`config.mk`:
```
export PLATFORM = sky130hd
export DESIGN_NAME = nrzi_decoder_flat
export DESIGN_NICKNAME = d
export VERILOG_FILES = /design/src/rtl/nrzi_decoder_if.sv /design/src/rtl/nrzi_decoder.sv /design/src/flat_wrapper.sv
export SDC_FILE = /design/constraint.sdc
export NUM_CORES = 1
export LEC_CHECK = 0
export BUFFER_PORTS_ARGS = -buffer_cell sky130_fd_sc_hd__buf_2
export CAP_MARGIN = 25
export CORE_MARGIN = 1
export CORE_UTILIZATION = 45
export DETAILED_ROUTE_END_ITERATION = 8
export PLACE_DENSITY = 0.72
export SKIP_LAST_GASP = 1
export SYNTH_ARGS = -nofsm -noshare
export SYNTH_HDL_FRONTEND = slang
export SYNTH_SLANG_ARGS = --single-unit
```
`constraint.sdc`:
```
create_clock -name clk -period 2 [get_ports clk]
set_input_delay 0.5 -clock clk [delete_from_list [all_inputs] [get_ports clk]]
set_output_delay 0.5 -clock clk [all_outputs]
set_load 0.02 [all_outputs]
```
`src/rtl/nrzi_decoder_if.sv`:
```
// Bus between an NRZI line source and the decoder: bit strobe, line level,
// framing enable, decoded-bit stream and the valid/ready word holding register.
//   master: drives bit_en, line_in, frame_en, data_ready; observes the rest
//   slave : the decoder side (nrzi_decoder)
interface nrzi_decoder_if #(
  parameter int DATA_W = 8
);
  logic              bit_en;
  logic              line_in;
  logic              frame_en;
  logic              bit_out;
  logic              bit_out_valid;
  logic [DATA_W-1:0] data_out;
  logic              data_valid;
  logic              data_ready;
  logic              stuff_err;
  logic              overrun;

  modport master (
    output bit_en, line_in, frame_en, data_ready,
    input  bit_out, bit_out_valid, data_out, data_valid, stuff_err, overrun
  );

  modport slave (
    input  bit_en, line_in, frame_en, data_ready,
    output bit_out, bit_out_valid, data_out, data_valid, stuff_err, overrun
  );
endinterface

```
`src/rtl/nrzi_decoder.sv`:
```
// NRZI receive decoder. A line toggle is a 1, a held level is a 0. On every
// bit_en strobe the line is compared with the previous sample, stuffed zeros
// (after STUFF_LEN consecutive ones) are removed, stuffing violations are
// flagged and data bits are assembled LSB-first into DATA_W-bit words that
// are offered through a single valid/ready holding register.
// Ports:
//   clk  - rising-edge clock
//   rst  - asynchronous active-high reset
//   bus  - nrzi_decoder_if.slave (bit_en, line_in, frame_en, data_ready in;
//          bit_out, bit_out_valid, data_out, data_valid, stuff_err, overrun out)
module nrzi_decoder #(
  parameter int DATA_W     = 8,
  parameter int STUFF_LEN  = 6,
  parameter bit STUFF_EN   = 1'b1,
  parameter bit INIT_LEVEL = 1'b0
) (
  input logic           clk,
  input logic           rst,
  nrzi_decoder_if.slave bus
);

  localparam int OW = $clog2(STUFF_LEN + 1);
  localparam int BW = $clog2(DATA_W);
  localparam logic [OW-1:0] ONES_MAX = OW'(STUFF_LEN);
  localparam logic [BW-1:0] BIT_LAST = BW'(DATA_W - 1);

  logic              r_prev_line;
  logic [OW-1:0]     r_ones_cnt;
  logic [BW-1:0]     r_bit_cnt;
  logic [DATA_W-1:0] r_shift;
  logic [DATA_W-1:0] r_data_out;
  logic              r_data_valid;
  logic              r_bit_out;
  logic              r_bit_out_valid;
  logic              r_stuff_err;
  logic              r_overrun;

  logic              w_dec;
  logic              w_at_stuff;
  logic              w_data_bit;
  logic              w_complete;
  logic [DATA_W-1:0] w_word;
  logic [OW-1:0]     w_ones_next;

  // Decode the current sample and classify it as stuff slot or data bit.
  always_comb begin
    w_dec       = bus.line_in ^ r_prev_line;
    w_at_stuff  = STUFF_EN && (r_ones_cnt == ONES_MAX);
    w_data_bit  = bus.bit_en && bus.frame_en && !w_at_stuff;
    w_complete  = w_data_bit && (r_bit_cnt == BIT_LAST);
    // Partial word with the current bit merged at its slot.
    w_word             = r_shift;
    w_word[r_bit_cnt]  = w_dec;
    // Ones counter saturates so it cannot wrap when unstuffing is disabled.
    if (!w_dec) begin
      w_ones_next = '0;
    end else if (r_ones_cnt == ONES_MAX) begin
      w_ones_next = r_ones_cnt;
    end else begin
      w_ones_next = r_ones_cnt + OW'(1);
    end
  end

  // Line tracking, unstuffing and word assembly.
  always_ff @(posedge clk or posedge rst) begin
    if (rst) begin
      r_prev_line     <= INIT_LEVEL;
      r_ones_cnt      <= '0;
      r_bit_cnt       <= '0;
      r_shift         <= '0;
      r_bit_out       <= 1'b0;
      r_bit_out_valid <= 1'b0;
      r_stuff_err     <= 1'b0;
    end else begin
      r_bit_out_valid <= 1'b0;
      r_stuff_err     <= 1'b0;
      // Line history is kept even while the deserializer is idle.
      if (bus.bit_en) begin
        r_prev_line <= bus.line_in;
      end
      if (!bus.frame_en) begin
        r_ones_cnt <= '0;
        r_bit_cnt  <= '0;
        r_shift    <= '0;
      end else if (bus.bit_en) begin
        if (w_at_stuff) begin
          r_ones_cnt <= '0;
          // A one in the stuff slot breaks the framing: drop the partial word.
          if (w_dec) begin
            r_stuff_err <= 1'b1;
            r_bit_cnt   <= '0;
            r_shift     <= '0;
          end
        end else begin
          r_ones_cnt      <= w_ones_next;
          r_bit_out       <= w_dec;
          r_bit_out_valid <= 1'b1;
          if (w_complete) begin
            r_bit_cnt <= '0;
            r_shift   <= '0;
          end else begin
            r_bit_cnt <= r_bit_cnt + BW'(1);
            r_shift   <= w_word;
          end
        end
      end
    end
  end

  // Holding register: load on completion when free or being drained,
  // otherwise report the lost word; clear on accept.
  always_ff @(posedge clk or posedge rst) begin
    if (rst) begin
      r_data_out   <= '0;
      r_data_valid <= 1'b0;
      r_overrun    <= 1'b0;
    end else begin
      r_overrun <= 1'b0;
      if (w_complete) begin
        if (!r_data_valid || bus.data_ready) begin
          r_data_out   <= w_word;
          r_data_valid <= 1'b1;
        end else begin
          r_overrun <= 1'b1;
        end
      end else if (r_data_valid && bus.data_ready) begin
        r_data_valid <= 1'b0;
      end
    end
  end

  assign bus.bit_out       = r_bit_out;
  assign bus.bit_out_valid = r_bit_out_valid;
  assign bus.data_out      = r_data_out;
  assign bus.data_valid    = r_data_valid;
  assign bus.stuff_err     = r_stuff_err;
  assign bus.overrun       = r_overrun;

endmodule

```
`src/flat_wrapper.sv`:
```
// flat-port wrapper written by rule: the top's interface ports become plain ports
module nrzi_decoder_flat 
#(
  parameter int DATA_W     = 8,
  parameter int STUFF_LEN  = 6,
  parameter bit STUFF_EN   = 1'b1,
  parameter bit INIT_LEVEL = 1'b0
)
  (clk, rst, bus_bit_en, bus_line_in, bus_frame_en, bus_data_ready, bus_bit_out, bus_bit_out_valid, bus_data_out, bus_data_valid, bus_stuff_err, bus_overrun);
  nrzi_decoder_if #(.DATA_W(DATA_W)) bus_i ();
  input logic clk;
  input logic rst;
  input wire logic [$bits(bus_i.bit_en)-1:0] bus_bit_en;
  input wire logic [$bits(bus_i.line_in)-1:0] bus_line_in;
  input wire logic [$bits(bus_i.frame_en)-1:0] bus_frame_en;
  input wire logic [$bits(bus_i.data_ready)-1:0] bus_data_ready;
  output wire logic [$bits(bus_i.bit_out)-1:0] bus_bit_out;
  output wire logic [$bits(bus_i.bit_out_valid)-1:0] bus_bit_out_valid;
  output wire logic [$bits(bus_i.data_out)-1:0] bus_data_out;
  output wire logic [$bits(bus_i.data_valid)-1:0] bus_data_valid;
  output wire logic [$bits(bus_i.stuff_err)-1:0] bus_stuff_err;
  output wire logic [$bits(bus_i.overrun)-1:0] bus_overrun;
  assign bus_i.bit_en = bus_bit_en;
  assign bus_i.line_in = bus_line_in;
  assign bus_i.frame_en = bus_frame_en;
  assign bus_i.data_ready = bus_data_ready;
  assign bus_bit_out = bus_i.bit_out;
  assign bus_bit_out_valid = bus_i.bit_out_valid;
  assign bus_data_out = bus_i.data_out;
  assign bus_data_valid = bus_i.data_valid;
  assign bus_stuff_err = bus_i.stuff_err;
  assign bus_overrun = bus_i.overrun;
  nrzi_decoder #(.DATA_W(DATA_W), .STUFF_LEN(STUFF_LEN), .STUFF_EN(STUFF_EN), .INIT_LEVEL(INIT_LEVEL)) u_core (.clk(clk), .rst(rst), .bus(bus_i));
endmodule
```
* Word-level counts from Yosys, hierarchy flattened
Cells that the tools add are included.
Cells by class: add/sub/neg operators 2, $lt $le $gt $ge 2, eq/ne operators 5, multiplexer cells 29, bitwise gates (word level) 2, reduce and logical (&&, ||, !) cells 13
Operator list (count):
- two-way mux 8 bit | 5
- two-way mux 3 bit | 9
- two-way mux 1 bit | 13
- bitwise mux 8 bit | 1
- adder 3 x 1 -> 3 bit, second input constant | 2
- equality test 3 bit, second input constant | 2
- AND reduction 2 bit | 3
- logical AND 1 bit | 5
- less-than comparator 3 x 4 -> 1 bit, second input constant | 1
- inequality test 2 bit, second input constant | 2
- demux 1 bit (select 3 bit) | 1
- greater-or-equal comparator 3 x 1 -> 1 bit, second input constant | 1
- inequality test 3 x 2 -> 1 bit, second input constant | 1
- AND reduction 3 bit | 1
- logical NOT 1 bit | 2
- nonzero test 2 bit | 1
- logical OR 1 bit | 1
- inverter 1 bit | 1
- XOR 1 bit | 1
Word-level totals: register bits after elaboration 28, input bits 6, output and inout port bits 13, word-level logic and storage cells 63

* Depth between registers and ports, before layout
Gate-level depths: netlist (run 1).
depth in word-level cells 9, mapped depth 6, mapped depth without buffers 5

* Least setup slack after synthesis (run 1)
OpenSTA, ideal clock, no wires.
path kind register to register, start register u_core.r_bit_cnt[0], end register u_core.r_data_out[0], in the netlist u_core.bus.data_out[0], library setup time 0.079 ns, data arrival time 1.271 ns, data required time 1.921 ns, path slack 0.649 ns, cell stages (with the launch flop) 7, period minus slack after synthesis 1.351 ns, cell sequence dfrtp_1 > ha_1 > ha_1 > inv_1 > nand4bb_1 > buf_6 > mux2i_1
On the way: cells in the longest elaborated chain, start to end 5
RTL lines:
- start, declared | line nrzi_decoder.sv:29 | logic [BW-1:0] r_bit_cnt;
- start signal, assigned | line nrzi_decoder.sv:102 | r_bit_cnt <= r_bit_cnt + BW'(1);
- less-than comparator 3 x 4 -> 1 bit (implied by the code) or greater-or-equal comparator 3 x 1 -> 1 bit (tied branches) | line nrzi_decoder.sv:53 | w_word[r_bit_cnt] = w_dec;
- logical AND 1 bit (implied by the code) | line nrzi_decoder.sv:53
- two-way mux 1 bit (implied by the code) | line nrzi_decoder.sv:53
- demux 1 bit (select 3 bit)
- bitwise mux 8 bit | line nrzi_decoder.sv:53
- end signal, assigned | line nrzi_decoder.sv:121 | r_data_out <= w_word;
- end, declared | line nrzi_decoder.sv:31 | logic [DATA_W-1:0] r_data_out;
Parallel ways exist; a longest one is shown, timed or not. A chain may end at the register's enable or synchronous reset.

* Worst setup path after layout (run 1)
start register u_core.r_bit_cnt[0], end register u_core.r_shift[2]
On the way: cells in the longest elaborated chain, start to end 9
RTL lines:
- less-than comparator 3 x 4 -> 1 bit (implied by the code) or greater-or-equal comparator 3 x 1 -> 1 bit (tied branches) | line nrzi_decoder.sv:53
- logical AND 1 bit (implied by the code) | line nrzi_decoder.sv:53
- two-way mux 1 bit (implied by the code) | line nrzi_decoder.sv:53
- demux 1 bit (select 3 bit)
- bitwise mux 8 bit | line nrzi_decoder.sv:53
- two-way mux 8 bit (*) | line nrzi_decoder.sv:98 | if (w_complete) begin
- two-way mux 8 bit (*) | line nrzi_decoder.sv:86 | if (w_at_stuff) begin
- two-way mux 8 bit (*) | line nrzi_decoder.sv:85 | end else if (bus.bit_en) begin
- two-way mux 8 bit (*) | line nrzi_decoder.sv:81 | if (!bus.frame_en) begin
- end signal, assigned | line nrzi_decoder.sv:103 | r_shift <= w_word;
- end, declared | line nrzi_decoder.sv:30 | logic [DATA_W-1:0] r_shift;
Every way passes the cells marked *; elsewhere a longest branch is shown, timed or not. The select of a mux whose other input is x is not followed.

==> run_results.csv, run 1 <==
group,metric,value,unit
cells_and_area,regArea,700.7,um^2
sta,worst_pin_slew,0.3792,ns
sta,fin_setup_tns,0,ns
placement,place_inst,162,
worst_setup_path,r2r_cells,5,
detailed_routing,drt_pass1_iterations,6,
global_route,grt.overflow.total,0,
run,cap_violations,0,
die,std_cell_rows,19,
pwr,cellPowerDensity,725.5,mW/mm^2
pwr,power_frac_comb,11.8,%
cells_and_area,nFillCells,242,
detailed_routing,drt-initial-drc-count,21,
sta,skew,0.007955,ns
sta,rsz0062_at_grt,"false",
cells_and_area,drive_above_1_share,22.96,%
worst_setup_path,r2r-start,"u_core.r_bit_cnt[0]$_DFFE_PP0P_",
detailed_routing,vias,897,
worst_setup_path,cp_common_cell,"ha_1",
clock_network,cts.reportedPaths.clkPinSlew,0.15,ns
placement,dp.final_hpwl,1.579,mm
clock_network,cts_sinks,28,
pwr,p_leak,0.0008085,uW
die,core,0.002829,mm^2
pwr,internal_power,846.1,uW
sta,fin_crit_sh,87.15,%
synth,syn_nets,126,
worst_setup_path,critPathMaxStageDelay,0.51,ns
cells_and_area,syn2layout_area_growth,11.80,%
clock_network,clock_latency,0.33,ns
sta,maxSlewHeadroom,74.65,%
synth,yosys_register_bits,28,
cells_and_area,diodes,0,
die,die_h,57.13,um
synth,ys_seq_area_share,51.24,%
clock_network,cts_buffer_depth,2,
worst_setup_path,rrSetupSlack,0.26,ns
synth,synth_area_per_cell,11.79,um^2
detailed_routing,ant_nets,0,
clock_network,hold_buffers,0,
worst_setup_path,critPathSlowestCell,"dfrtp_1",
pwr,p_seq_share,55.0,%
outcome,status,"complete, but fails checks",
worst_setup_path,crit_path_start_kind,"flip-flop",
placement,portBuffers,18,
die,die-area,0.003263,mm^2
clock_network,postCtsSetupBuffers,0,
synth,synth-edff-count,0,
synth,synthArstFlopShare,100.0,%
sta,setup_viol,0,
die,initial_core_util,48.34,%
worst_setup_path,worstSetupPathType,"reg -> reg",
cells_and_area,fin_nets,146,
clock_network,htree_levels,1,
synth,synth_flop_cell,"dfrtp_1",
worst_setup_path,worstPathMaxFanout,10,
synth,synthesis.area,0.001368,mm^2
sta,maxSlewViolCount,0,
die,io_pins,19,
clock_network,root_buffer,"clkbuf_4",
detailed_routing,wl,2.268,mm
worst_setup_path,critPathBufInv,1,
detailed_routing,vias_per_cell,5.404,
synth,yosysUniqueCellTypes,28,
synth,yosysWarningCount,0,
detailed_routing,wl_per_cell,13.66,um
pwr,swShare,23.72,%
worst_setup_path,path_cells,"ha_1, ha_1, inv_1, nand4_1, o2bb2ai_1",
clock_network,numCtsBuffers,3,
global_route,antenna_found_initial,0,
worst_setup_path,end_kind,"flip-flop",
global_route,grt_max_degree,29,
sta,hold_viol,0,
clock_network,cts_tree,"yes",
cells_and_area,instances_no_fill,166,
synth,synth_cells,116,
clock_network,cts_resized,0,
detailed_routing,drc,4,
pwr,peakVddDrop,0.0003351,V
global_route,grt_pass1_vias,890,
placement,finalWeightedCongestion,0.7684,
outcome,violations,"design-rule violations",
worst_setup_path,required,2.26,ns
die,die_w,57.13,um
hold_path,hp-class,"in -> async",
worst_setup_path,cp_top_family,"flip-flops",
pwr,clkPwrFrac,33.2,%
sta,max_freq,573.7,MHz
sta,fin_crit,1.743,ns
worst_setup_path,worst_ep_arrival_time,2.00,ns
cells_and_area,multiInputGateArea,568.0,um^2
worst_setup_path,r2r-end,"u_core.r_shift[2]$_DFFE_PP0P_",
global_route,grt_usage,16.02,%
global_route,grt_pass1_wl,4.036,mm
pwr,switchingPower,263.1,uW
==> power by group through the flow <==
stage | sequential (uW) | clock [uW] | combinational [uW]
after floorplan | 624 | 0 | 92.4
after global placement | 618 | 0 | 130
after detailed placement | 621 | 0 | 133
after CTS | 610 | 381 | 134
after global routing | 615 | 399 | 147
final | 610 | 368 | 131
==> how the worst max path moves through the flow <==
stage                                          startpoint                                  to  depth (start not counted)
after global routing      u_core.r_bit_cnt[0]$_DFFE_PP0P_       u_core.r_shift[0]$_DFFE_PP0P_                          5
final                     u_core.r_bit_cnt[0]$_DFFE_PP0P_       u_core.r_shift[2]$_DFFE_PP0P_                          5
after floorplan           u_core.r_bit_cnt[0]$_DFFE_PP0P_  u_core.bus.data_out[0]$_DFFE_PP0P_                          6
after detailed placement  u_core.r_bit_cnt[0]$_DFFE_PP0P_       u_core.r_shift[2]$_DFFE_PP0P_                          5
after global placement    u_core.r_bit_cnt[0]$_DFFE_PP0P_       u_core.r_shift[6]$_DFFE_PP0P_                          5
after CTS                 u_core.r_bit_cnt[0]$_DFFE_PP0P_       u_core.r_shift[2]$_DFFE_PP0P_                          5
==> routing by layer <==
layer	vias up	GRT usage, %	wire length, um
met5	-	0	0
met4	0	7.317	18
met3	2	2.041	58
met2	11	25.71	1068
met1	436	21.81	1122
li1	448	-	-
==> logic make-up (layout without fill, tap and decap cells) <==
| kind of cell | after synthesis | count (layout) | share of synthesized area [%] |
|---|---|---|---|
| flops | 28 | 28 | 51.23 |
| simple gates | 27 | 27 | 13.17 |
| xor+xnor | 1 | 1 | 1.190 |
| buf+inv | 20 | 39 | 7.227 |
| compound gates | 16 | 16 | 8.601 |
| mux | 20 | 20 | 14.91 |
| fa+ha+maj | 4 | 4 | 3.660 |
==> sequential cells by signal, indices dropped and copies added (netlist names), 3 cells and up <==
signal               count
u_core.r_ones_cnt        3
u_core.r_bit_cnt         3
u_core.r_shift           8
u_core.bus.data_out      8
==> layout make-up <==
| class | count | share of cell area [%] |
|---|---|---|
| Clock buffer | 3 | 1.473 |
| Inverter | 13 | 3.191 |
| Timing Repair Buffer | 22 | 7.856 |
| Sequential cell | 28 | 45.83 |
| Multi-Input combinational cell | 68 | 37.15 |
| Tap cell | 31 | 2.537 |
| Clock inverter | 1 | 1.964 |
==> cell usage in the layout, fill, tap and decap left out, types with 2 or more instances in the layout <==
cell and count:
ha_1 4, nand4_1 3, a21oi_1 4, nand3_1 2, inv_1 13, clkbuf_4 3
buf_2 18, dfrtp_1 28, nand2_1 3, nor3b_1 6, mux2i_1 17, nand2b_1 4
buf_4 4, nand3b_1 3, o2bb2ai_1 8, mux2_2 3
==> synthesized netlist by cell type, types with 4 or more instances <==
library cell / instances / share of area [%]
a21oi_1: 4 / 1.5
nand2b_1: 4 / 1.8
dfrtp_1: 28 / 51
ha_1: 4 / 3.7
mux2i_1: 17 / 12
nor3b_1: 6 / 3.3
inv_1: 13 / 3.6
o2bb2ai_1: 8 / 5.1
==> worst register-to-register path: cells and delay by family (launching register included) <==
kind                     cells  cell delay [ns]
AO/OA/AOI/OAI                1             0.27
flip-flops                   1             0.51
adder cells (fa/ha/maj)      2             0.47
buffers and inverters        1             0.09
AND/OR/NAND/NOR              1             0.33
==> per-stage QoR <==
stage	area, um^2	util (%)	total power [uW]	hold WS, ns	worst slack, ns
6_report	1529	54.05	1109	0.2050	0.2569
5_1_grt	1529	54.05	1160	0.2148	0.08026
4_1_cts	1529	54.05	1124	0.2042	0.2511
3_5_place_dp	1476	52.19	753.4	0.4775	0.2796
3_3_place_gp	1476	52.19	748.0	0.4698	0.4052
2_1_floorplan	1368	-	716.1	0.4554	0.6493
Power figures use the tool's default switching activity.
==> inputs of run 2 (changes only) <==
- clock period: 2 -> 2.3 ns (I/O delays scaled with it)
==> run 2 against run 1 <==
  * The flow still finishes with violations (design-rule violations)
  * Maximum frequency grew 0.12%
  * Global-route usage grew 0.36 points
  * Routed wire length grew 1.4%
  * Largest power group unchanged
  * Clock skew shrank 0.0049 ns
==> run_results.csv, run 2 (synthesis gave the netlist of run 1 again) <==
group,metric,value,unit
outcome,status,"complete, but fails checks",
outcome,violations,"design-rule violations",
global_route,grt.overflow.total,0,
cells_and_area,diodes,0,
detailed_routing,wl_per_cell,13.86,um
sta,rsz0062_at_grt,"false",
cells_and_area,layout_common_cells,"28 x dfrtp_1, 18 x buf_2, 17 x mux2i_1",
clock_network,htree_levels,1,
worst_setup_path,worst_ep_arrival_time,2.00,ns
die,std_cell_rows,19,
clock_network,cts_sinks,28,
clock_network,hold_buffers,0,
sta,hold_viol,0,
detailed_routing,vias_per_cell,5.560,
run,cap_violations,0,
placement,finalWeightedCongestion,0.7862,
clock_network,cts_tree,"yes",
clock_network,postCtsSetupBuffers,0,
cells_and_area,syn2layout_area_growth,10.61,%
clock_network,clock_latency,0.33,ns
clock_network,root_buffer,"clkbuf_4",
global_route,grt_pass1_wl,4.050,mm
die,die_w,57.13,um
clock_network,numCtsBuffers,3,
cells_and_area,fin_nets,146,
cells_and_area,layout_commonest_cell,"dfrtp_1",
global_route,grt_max_degree,29,
cells_and_area,fin_util,53.47,%
sta,setup_viol,0,
worst_setup_path,end_kind,"flip-flop",
global_route,antenna_found_initial,0,
pwr,cellPowerDensity,586.7,mW/mm^2
die,die-area,0.003263,mm^2
global_route,grt_usage,16.38,%
placement,place_inst,162,
sta,maxSlewHeadroom,75.30,%
sta,fin_crit_sh,75.70,%
sta,max_freq,574.4,MHz
hold_path,hp-class,"in -> async",
sta,worst_pin_slew,0.3694,ns
placement,dpl_cell_area,0.001476,mm^2
detailed_routing,drt_pass1_iterations,6,
detailed_routing,drc,5,
detailed_routing,drt-initial-drc-count,19,
sta,skew,0.003032,ns
worst_setup_path,worstSetupPathType,"reg -> reg",
die,initial_core_util,48.34,%
global_route,grt_pass1_vias,926,
clock_network,cts_resized,0,
placement,portBuffers,18,
sta,fin_setup_tns,0,ns
cells_and_area,instances_no_fill,166,
sta,maxSlewViolCount,0,
worst_setup_path,worstPathMaxFanout,10,
cells_and_area,drive_above_1_share,22.96,%
worst_setup_path,required,2.56,ns
cells_and_area,postLayoutCellArea,0.001513,mm^2
die,io_pins,19,
pwr,peakVddDrop,0.0003207,V
worst_setup_path,crit_path_start_kind,"flip-flop",
detailed_routing,vias,923,
pwr,p_leak,0.0008015,uW
detailed_routing,wl,2.300,mm
die,die_h,57.13,um
pwr,total_power,887.5,uW
detailed_routing,ant_nets,0,
clock_network,cts_buffer_depth,2,
sta,fin_crit,1.741,ns
die,core,0.002829,mm^2
placement,dp.final_hpwl,1.655,mm
clock_network,cts.reportedPaths.clkPinSlew,0.15,ns
==> run 2: critical path, cell delays in order (launching register included) <==
cell       delay (ns)
dfrtp_1          0.51
ha_1             0.25
ha_1             0.23
inv_1            0.09
nand4_1          0.32
o2bb2ai_1        0.27
==> run 2: layer usage <==
layer	global-route usage, %	part of all wire (%)
met3	3.401	2.9
met2	25.55	46
met1	22.16	49
met5	0	0
met4	7.317	1.6
==> run 2: final timing paths <==
path	startpoint	endpoint	slack [ns]	cells past startpoint
setup / recovery	u_core.r_bit_cnt[0]$_DFFE_PP0P_	u_core.r_shift[1]$_DFFE_PP0P_	0.56	5
hold / removal	rst	u_core.r_ones_cnt[0]$_DFFE_PP0P_	0.27	3
setup reg to reg	u_core.r_bit_cnt[0]$_DFFE_PP0P_	u_core.r_shift[1]$_DFFE_PP0P_	0.56	5
hold reg to reg	u_core.r_shift[5]$_DFFE_PP0P_	u_core.r_shift[5]$_DFFE_PP0P_	0.51	1
max in group asynchronous	rst	u_core.r_shift[5]$_DFFE_PP0P_	1.77	3
min in group clk	u_core.r_shift[5]$_DFFE_PP0P_	u_core.r_shift[5]$_DFFE_PP0P_	0.51	1
==> run 2: layout make-up <==
type,instances,area [um^2]
Clock buffer,4,36.28
Fill cell,258,1316
Inverter,13,48.80
Multi-Input combinational cell,68,568.0
Sequential cell,28,700.7
Tap cell,31,38.79
Timing Repair Buffer,22,120.1
==> run 2: stage by stage <==
step	hold WS, ns	worst slack, ns
finish	0.2741	0.5590
global route	0.3121	0.3851
CTS	0.2786	0.5951
detailed placement	0.4741	0.6165
global placement	0.4697	0.6676
floorplan	0.4554	0.9493
==> run 2: report_power, final <==
group	total [uW]	leakage (uW)	switching, uW	internal (uW)
Combinational	115	0.000439	67.0	47.6
Clock	244	0.0000210	147	97.0
Sequential	529	0.000341	17.4	512
Total	887	0.000802	231	656
